## config.mk

```make
export PLATFORM = sky130hd
export DESIGN_NAME = cycle_budget_counter
export DESIGN_NICKNAME = d
export VERILOG_FILES = /design/src/rtl/sort_check_pkg.sv /design/src/rtl/sort_result_checker_cycle_budget.sv
export SDC_FILE = /design/constraint.sdc
export NUM_CORES = 1
export LEC_CHECK = 0
export ABC_AREA = 1
export CAP_MARGIN = 20
export CORE_UTILIZATION = 35
export CTS_BUF_LIST = sky130_fd_sc_hd__clkbuf_8
export DETAILED_ROUTE_END_ITERATION = 16
export GPL_ROUTABILITY_DRIVEN = 0
export PLACE_DENSITY = 0.58
export SLEW_MARGIN = 40
export SYNTH_ARGS = -nofsm -noshare
export SYNTH_HDL_FRONTEND = slang
export SYNTH_SLANG_ARGS = --single-unit
export TNS_END_PERCENT = 50
```

## constraint.sdc

```tcl
create_clock -name clk -period 2 [get_ports clk]
set_clock_uncertainty 0.15 [all_clocks]
set_input_delay 0.5 -clock clk [delete_from_list [all_inputs] [get_ports clk]]
set_output_delay 0.5 -clock clk [all_outputs]
set_load 0.1 [all_outputs]
```

## src/rtl/sort_check_pkg.sv

```systemverilog
`default_nettype none
// ============================================================================
// Module      : sort_check_pkg
// Description : Shared state encoding and arithmetic helpers for the sort
//               result checker.
// Revision    : 1.0 - initial release
// ============================================================================
package sort_check_pkg;

    typedef enum logic [1:0] {
        IDLE = 2'd0,
        SCAN = 2'd1,
        DONE = 2'd2
    } state_t;

    localparam int c_CALC_W = 64;

    // Saturating +1 for any counter up to 64 bits wide.
    function automatic logic [c_CALC_W-1:0] sat_inc(input logic [c_CALC_W-1:0] value,
                                                   input int unsigned width);
        logic [c_CALC_W-1:0] max_val;
        max_val = (width >= 64) ? '1 : ((64'd1 << width) - 64'd1);
        return (value >= max_val) ? max_val : value + 64'd1;
    endfunction

    // Left-justifying both operands keeps the sign bit at bit 63, so one
    // 64-bit compare serves every data width.
    function automatic logic order_violation(input logic [c_CALC_W-1:0] cur,
                                             input logic [c_CALC_W-1:0] prev,
                                             input int unsigned width,
                                             input logic descending,
                                             input logic is_signed);
        logic [c_CALC_W-1:0] a;
        logic [c_CALC_W-1:0] b;
        logic gt;
        logic lt;
        a = cur << (64 - width);
        b = prev << (64 - width);
        if (is_signed) begin
            gt = $signed(a) > $signed(b);
            lt = $signed(a) < $signed(b);
        end else begin
            gt = a > b;
            lt = a < b;
        end
        return descending ? gt : lt;
    endfunction

endpackage
`default_nettype wire

```

## src/rtl/sort_result_checker_cycle_budget.sv

```systemverilog
`default_nettype none
// ============================================================================
// Module      : cycle_budget_counter
// Description : Saturating cycle counter with freeze and sticky over-budget.
// Revision    : 1.0 - initial release
// ============================================================================
module cycle_budget_counter
    import sort_check_pkg::*;
#(
    parameter int          CYC_W      = 32,
    parameter int unsigned MAX_CYCLES = 25840
) (
    input  logic             clk,
    input  logic             rst,
    input  logic             i_freeze,
    output logic [CYC_W-1:0] o_count,
    output logic             o_over_budget
);

    logic [CYC_W-1:0] r_count;
    logic             r_over;
    logic [CYC_W-1:0] w_count_next;

    always_comb begin
        w_count_next = r_count;
        if (!i_freeze) begin
            w_count_next = CYC_W'(sat_inc(64'(r_count), CYC_W));
        end
    end

    // Flag is evaluated on the next value so it rises with the count itself.
    always_ff @(posedge clk) begin
        if (rst) begin
            r_count <= '0;
            r_over  <= 1'b0;
        end else begin
            r_count <= w_count_next;
            r_over  <= r_over | (64'(w_count_next) > 64'(MAX_CYCLES));
        end
    end

    assign o_count       = r_count;
    assign o_over_budget = r_over;

endmodule
`default_nettype wire

```

==> metrics.cfg, run 1 <==
[outcome]
status = complete, but fails checks
violations = setup timing

[finish]
seqCellArea_um2 = 756
fin_area_um2 = 4000
drive_above_1_share_pct = 44.3
nets = 497
fin_cells = 566
diodes = 0
fill_cells = 467
multi_input_area_um2 = 1380
area_growth_pct = 88.8

[synth]
syn_nets = 355
syn_area_um2 = 2120
ys_ff_latch = 33
synth_top_area_share_pct = 31.2
seq_area_frac_synth_pct = 31.2
ys_async_sr_fraction_pct = 0
synth-warning-count = 0
synth-edff-count = 0
yosysTopAreaCell = dfxtp_1
synth_area_leaders = dfxtp_1, nand2_1, nor2_1
synthCells = 351
netlist-cell-type-count = 28
ys.flop_type = dfxtp_1
synth.avg_cell_area_um2 = 6.03

[sta]
rsz0062_at_grt = yes
hold_viol_final = 0
drv_slew = 0
period_minus_slack_ps = 2080
post-route-period-util_pct = 104
fmax_mhz = 480
slew_headroom_pct = 70.6
setup_ws_ps = -82.0
worstMarginPinSlew_ps = 440
finalSetupViolCount = 1

[place]
placedCellCount = 553
hpwlAfterDp_um = 5770
port_buffers = 35
placed_cell_area_um2 = 3740

[clock_tree]
clock-sinks = 33
clk_pin_slew_ps = 70
clock_latency_ps = 280
cts_buffers = 5
htree_num_levels = 2
cts_root_buffer = clkbuf_8
cts_tree = done
clk_path_buf_depth = 2
cts_hold_buffers = 0

[critical_path]
cp_slowest_cell = dfxtp_4
cp-start-kind = register
cp_cell_sequence = ha_4, nand3_4, nor2_4, nand2_4, nor2_8, buf_4, nand2_1, nand2_1, inv_1, nor2_1, nand2_1, nor2_1, nand3_1, nor2_1, nor2_1
critical-path-max-stage-delay_ps = 370
critPathMaxFanout = 4
crit_family = simple AND/OR/NAND/NOR gates
required_ps = 2030
critical_path.startpoint = o_count[1]
r2r_start = o_count[1]
critical_path_class = register to register
crit_top_cell = nor2_1
worst-path-buf-inv = 2
endpoint_kind = register
crit_arrival_ps = 2110

[power_and_ir_drop]
clkPwrFrac_pct = 38.4
powerDensity_nw_per_um2 = 308
peakVddDrop_mv = 0.498
leakage_uw = 0.00198
switching_share_pct = 25.6
p_int_uw = 914
p_comb_share_pct = 9.5
seqPwrFrac_pct = 52.1
netSwitchingPower_uw = 315

[grt]
grt_overflow = 0
grt_first_pass_wirelength_um = 11500
grtUsageTotal_pct = 23.8
grt_antenna_before_repair = 0
grt_pass1_vias = 2484
grt_max_degree = 14

[detailed_routing]
drt_pass1_iterations = 4
vias = 2724
drc_errors = 0
postRouteAntennaNets = 0
vias_per_cell = 4.81
wl_per_cell_um = 12.9
drtIter0Drc = 178
routed_wl_um = 7300

[floorplan]
ios = 36
core_area_um2 = 5680
die_x_um = 79.8
die_area_um2 = 6360
row_count = 27
die_y_um = 79.8
start_util_pct = 37.3

[hold_path]
min_path_type = register to register
hp-start = o_count[3]

[job]
max-cap-violations = 0

-- path summary, 6_finish.rpt --
path                        end  slack, ps  cells past startpoint
setup / recovery  o_over_budget        -80                     15
hold / removal       o_count[3]        460                      3
setup reg to reg  o_over_budget        -80                     15
hold reg to reg      o_count[3]        460                      3
-- flip-flops by register name, indices dropped and copies added (netlist names) --
register and flops:
o_count 32, o_over_budget 1
-- power groups by stage --
stage	combinational [uW]	sequential, uW	clock [uW]
4_1_cts	115	640	481
3_5_place_dp	114	655	0
6_report	117	640	472
2_1_floorplan	23.5	684	0
5_1_grt	123	641	505
3_3_place_gp	114	655	0
-- worst register-to-register path, stage by stage, from the launching register on --
cell     delay [ps]
dfxtp_4         370
ha_4            160
nand3_4          80
nor2_4          140
nand2_4         100
nor2_8          130
buf_4           130
nand2_1          60
nand2_1          60
inv_1            40
nor2_1          110
nand2_1          60
nor2_1          150
nand3_1         110
nor2_1          110
nor2_1           40
-- cells by family (layout without fill, tap and decap cells) --
kind of cell,after synthesis,count (layout),synth area share (%)
compound gates,36,36,9.05
xor+xnor,4,4,1.66
fa+ha+maj,1,1,0.591
buf+inv,59,201,10.8
simple gates,218,219,46.7
flops,33,33,31.2
-- per-layer routing --
metal | track usage, % | wire length [um]
met1 | 31.3 | 3440
met2 | 39.2 | 3440
met3 | 4.57 | 322
met4 | 7.32 | 99
met5 | 0 | 0
-- stage by stage --
stage          TNS, ps  hold WS [ps]  util, %  total power, uW  setup slack [ps]
2_1_floorplan     -129           520        -              708              -129
3_3_place_gp     -8340           433     66.0              769              -693
3_5_place_dp     -8960           428     66.0              770              -682
4_1_cts          -28.5           442     68.2             1240             -28.5
5_1_grt           -354           500     70.4             1270              -275
6_report         -82.0           463     70.4             1230             -82.0
-- synthesized netlist by cell type (all sizes together), types with 3 or more instances --
cell,number
nand3,39
clkbuf,4
nor2,64
a21oi,13
nand4,6
o21ai,19
dfxtp,33
nor3,6
nand2,100
xor2,3
inv,54
-- layout make-up --
type,count,share of cell area (%)
tap,72,2.25
sequential,33,18.9
inverter,54,5.07
multi-input combinational,260,34.6
clock buffer,5,1.72
timing repair buffer,139,37.2
clock inverter,3,0.282
-- timing repair --
action / 4_1_cts / 5_1_grt
resized for setup: 19 / 24
endpoints found under the setup margin: 9 / 3
gates cloned: 1 / 0
pin swaps: 5 / 17
buffers inserted: 1 / 3
-- placed cells by master (no fill, tap or decap), types with 8 or more instances in the layout --
cell type	netlist	layout
nand3_1	37	30
dfxtp_2	0	10
nor2_2	5	13
o21ai_0	17	15
buf_4	0	101
nor2_4	3	8
dfxtp_4	0	22
buf_12	0	35
inv_1	54	55
nor2_1	55	43
nand2_1	97	92
a21oi_1	13	13
Power figures use the tool's default switching activity.
==> run 2, diff against run 1 <==
--- a/config.mk
+++ b/config.mk
@@ -8,7 +8,7 @@
 export ABC_AREA = 1
 export CAP_MARGIN = 20
 export CORE_UTILIZATION = 35
-export CTS_BUF_LIST = sky130_fd_sc_hd__clkbuf_8
+export CTS_BUF_LIST = sky130_fd_sc_hd__clkbuf_2
 export DETAILED_ROUTE_END_ITERATION = 16
 export GPL_ROUTABILITY_DRIVEN = 0
 export PLACE_DENSITY = 0.58
==> run 2 against run 1 <==
  * The run still ends with setup timing left
  * Flip-flop and latch count unchanged
  * Fmax is essentially flat
  * Sequential share of layout area up 0.41 points
  * Utilization down 1.5 points
  * Final cell count fell by 0.35%
  * Clock power is 32% lower
  * Global-route usage shrank 0.14 points
  * First-iteration DRC count is 11% higher
  * Non-clock buffer count shrank 2
  * Die area unchanged
==> metrics.cfg, run 2 (same netlist as run 1, synthesis figures left out) <==
[grt]
met3_usage_pct = 4.34
grt_overflow = 0
grt_antenna_before_repair = 0
busiest_layer = met2
use_met2_pct = 39.5
grt_first_pass_wirelength_um = 11500
grt_max_degree = 14
met1_usage_pct = 31.0
grt_pass1_vias = 2483
grtUsageTotal_pct = 23.7

[detailed_routing]
vias = 2735
drtIter0Drc = 197
vias_per_cell = 4.85
drc_errors = 0
drt_pass1_iterations = 5
routed_wl_um = 7160
wl_per_cell_um = 12.7
postRouteAntennaNets = 0

[power_and_ir_drop]
peakVddDrop_mv = 0.291
leakage_uw = 0.00194
powerDensity_nw_per_um2 = 276

[critical_path]
critical_path_class = register to register
cp-start-kind = register
critical_path.startpoint = o_count[0]
crit_arrival_ps = 2270
r2r_start = o_count[0]
critPathMaxFanout = 13
endpoint_kind = register
required_ps = 2190

[finish]
final_common_cell = buf_4
mostFrequentLayoutCells = buf_4, nand2_1, inv_1
drive_above_1_share_pct = 43.5
largest_reg_flops = 32
area_growth_pct = 84.9
nets = 495
fin_util_pct = 68.9
diodes = 0

[floorplan]
die_y_um = 79.8
core_area_um2 = 5680
die_x_um = 79.8
ios = 36
die_area_um2 = 6360
start_util_pct = 37.3
row_count = 27

[sta]
period_minus_slack_ps = 2080
post-route-period-util_pct = 104
slew_headroom_pct = 71.4
setup_ws_ps = -82.7
finalSetupViolCount = 1
tns_ps = -82.7
hold_viol_final = 0
fmax_mhz = 480
rsz0062_at_grt = yes
drv_slew = 0
worstMarginPinSlew_ps = 428

[clock_tree]
htree_num_levels = 2
clk_pin_slew_ps = 170
cts_buffers = 5
clock_latency_ps = 380
clock-sinks = 33
cts_root_buffer = clkbuf_2
cts_hold_buffers = 0
cts_tree = done
clk_path_buf_depth = 2

[place]
port_buffers = 35
hpwlAfterDp_um = 5770

[outcome]
status = complete, but fails checks
violations = setup timing

[hold_path]
hp-start = o_count[3]
min_path_type = register to register

[job]
max-cap-violations = 0

==> run 2: changes by cell type in the layout (fill, tap and decap cells not counted), sizes merged <==
cell and delta:
inv -2, buf -3, clkbuf +3
==> run 2: metrics by stage <==
stage          worst slack, ps  area (um2)  total power, uW  hold slack (ps)  instances
5_1_grt                   -305        3910             1110              495        564
3_5_place_dp              -682        3740              770              428        553
6_report                 -82.7        3910             1080              460        564
4_1_cts                  -57.2        3820             1090              455        562
3_3_place_gp              -693        3740              769              433        553
2_1_floorplan             -129        2220              708              520        351
==> run 2: where the power goes <==
part,internal [uW],leakage [uW],switching [uW]
Combinational,48.2,0.00162,67.7
Clock,93.6,0.0000306,229
Sequential,634,0.000289,6.03
Total,776,0.00194,303
==> run 2: final timing paths <==
kind	endpoint	slack, ps	cells after the start
worst max register to register	o_over_budget	-80	13
worst min register to register	o_count[3]	460	3
worst max-delay path	o_over_budget	-80	13
worst min-delay path	o_count[3]	460	3
==> run 2: area by class of cell <==
type,instances,area (um2)
fillers,486,1760
repair buffers,137,1470
multi-input cells,260,1360
flip-flops and latches,33,756
inverters,54,203
well taps,72,90.1
clock buffers,7,35.0
clock inverters,1,3.75
==> run 2: routing by layer <==
layer	routed length, um	up-vias	part of all wire [%]
met5	0	-	0
met4	110	0	1.5
met3	429	15	6.0
met2	3340	89	47
met1	3280	1242	46
li1	-	1389	-
==> run 2: critical path: stages, from the launching register on <==
cell and delay [ps]:
dfxtp_4 410, ha_4 150, nand3_2 100, nor2_4 120
nand2_4 90, nor2_8 140, nand2_4 160, nand3_1 170
nand3_1 100, nor2_2 140, nand3_1 110, nand3_1 100
nor2_1 40, nor2_1 70
==> run 2: timing repair <==
action                                  in CTS  in global routing
pin swaps                                    2                  9
buffers inserted                             0                  2
cloned                                       1                  0
gates resized for setup                     13                 21
endpoints found under the setup margin       5                  5
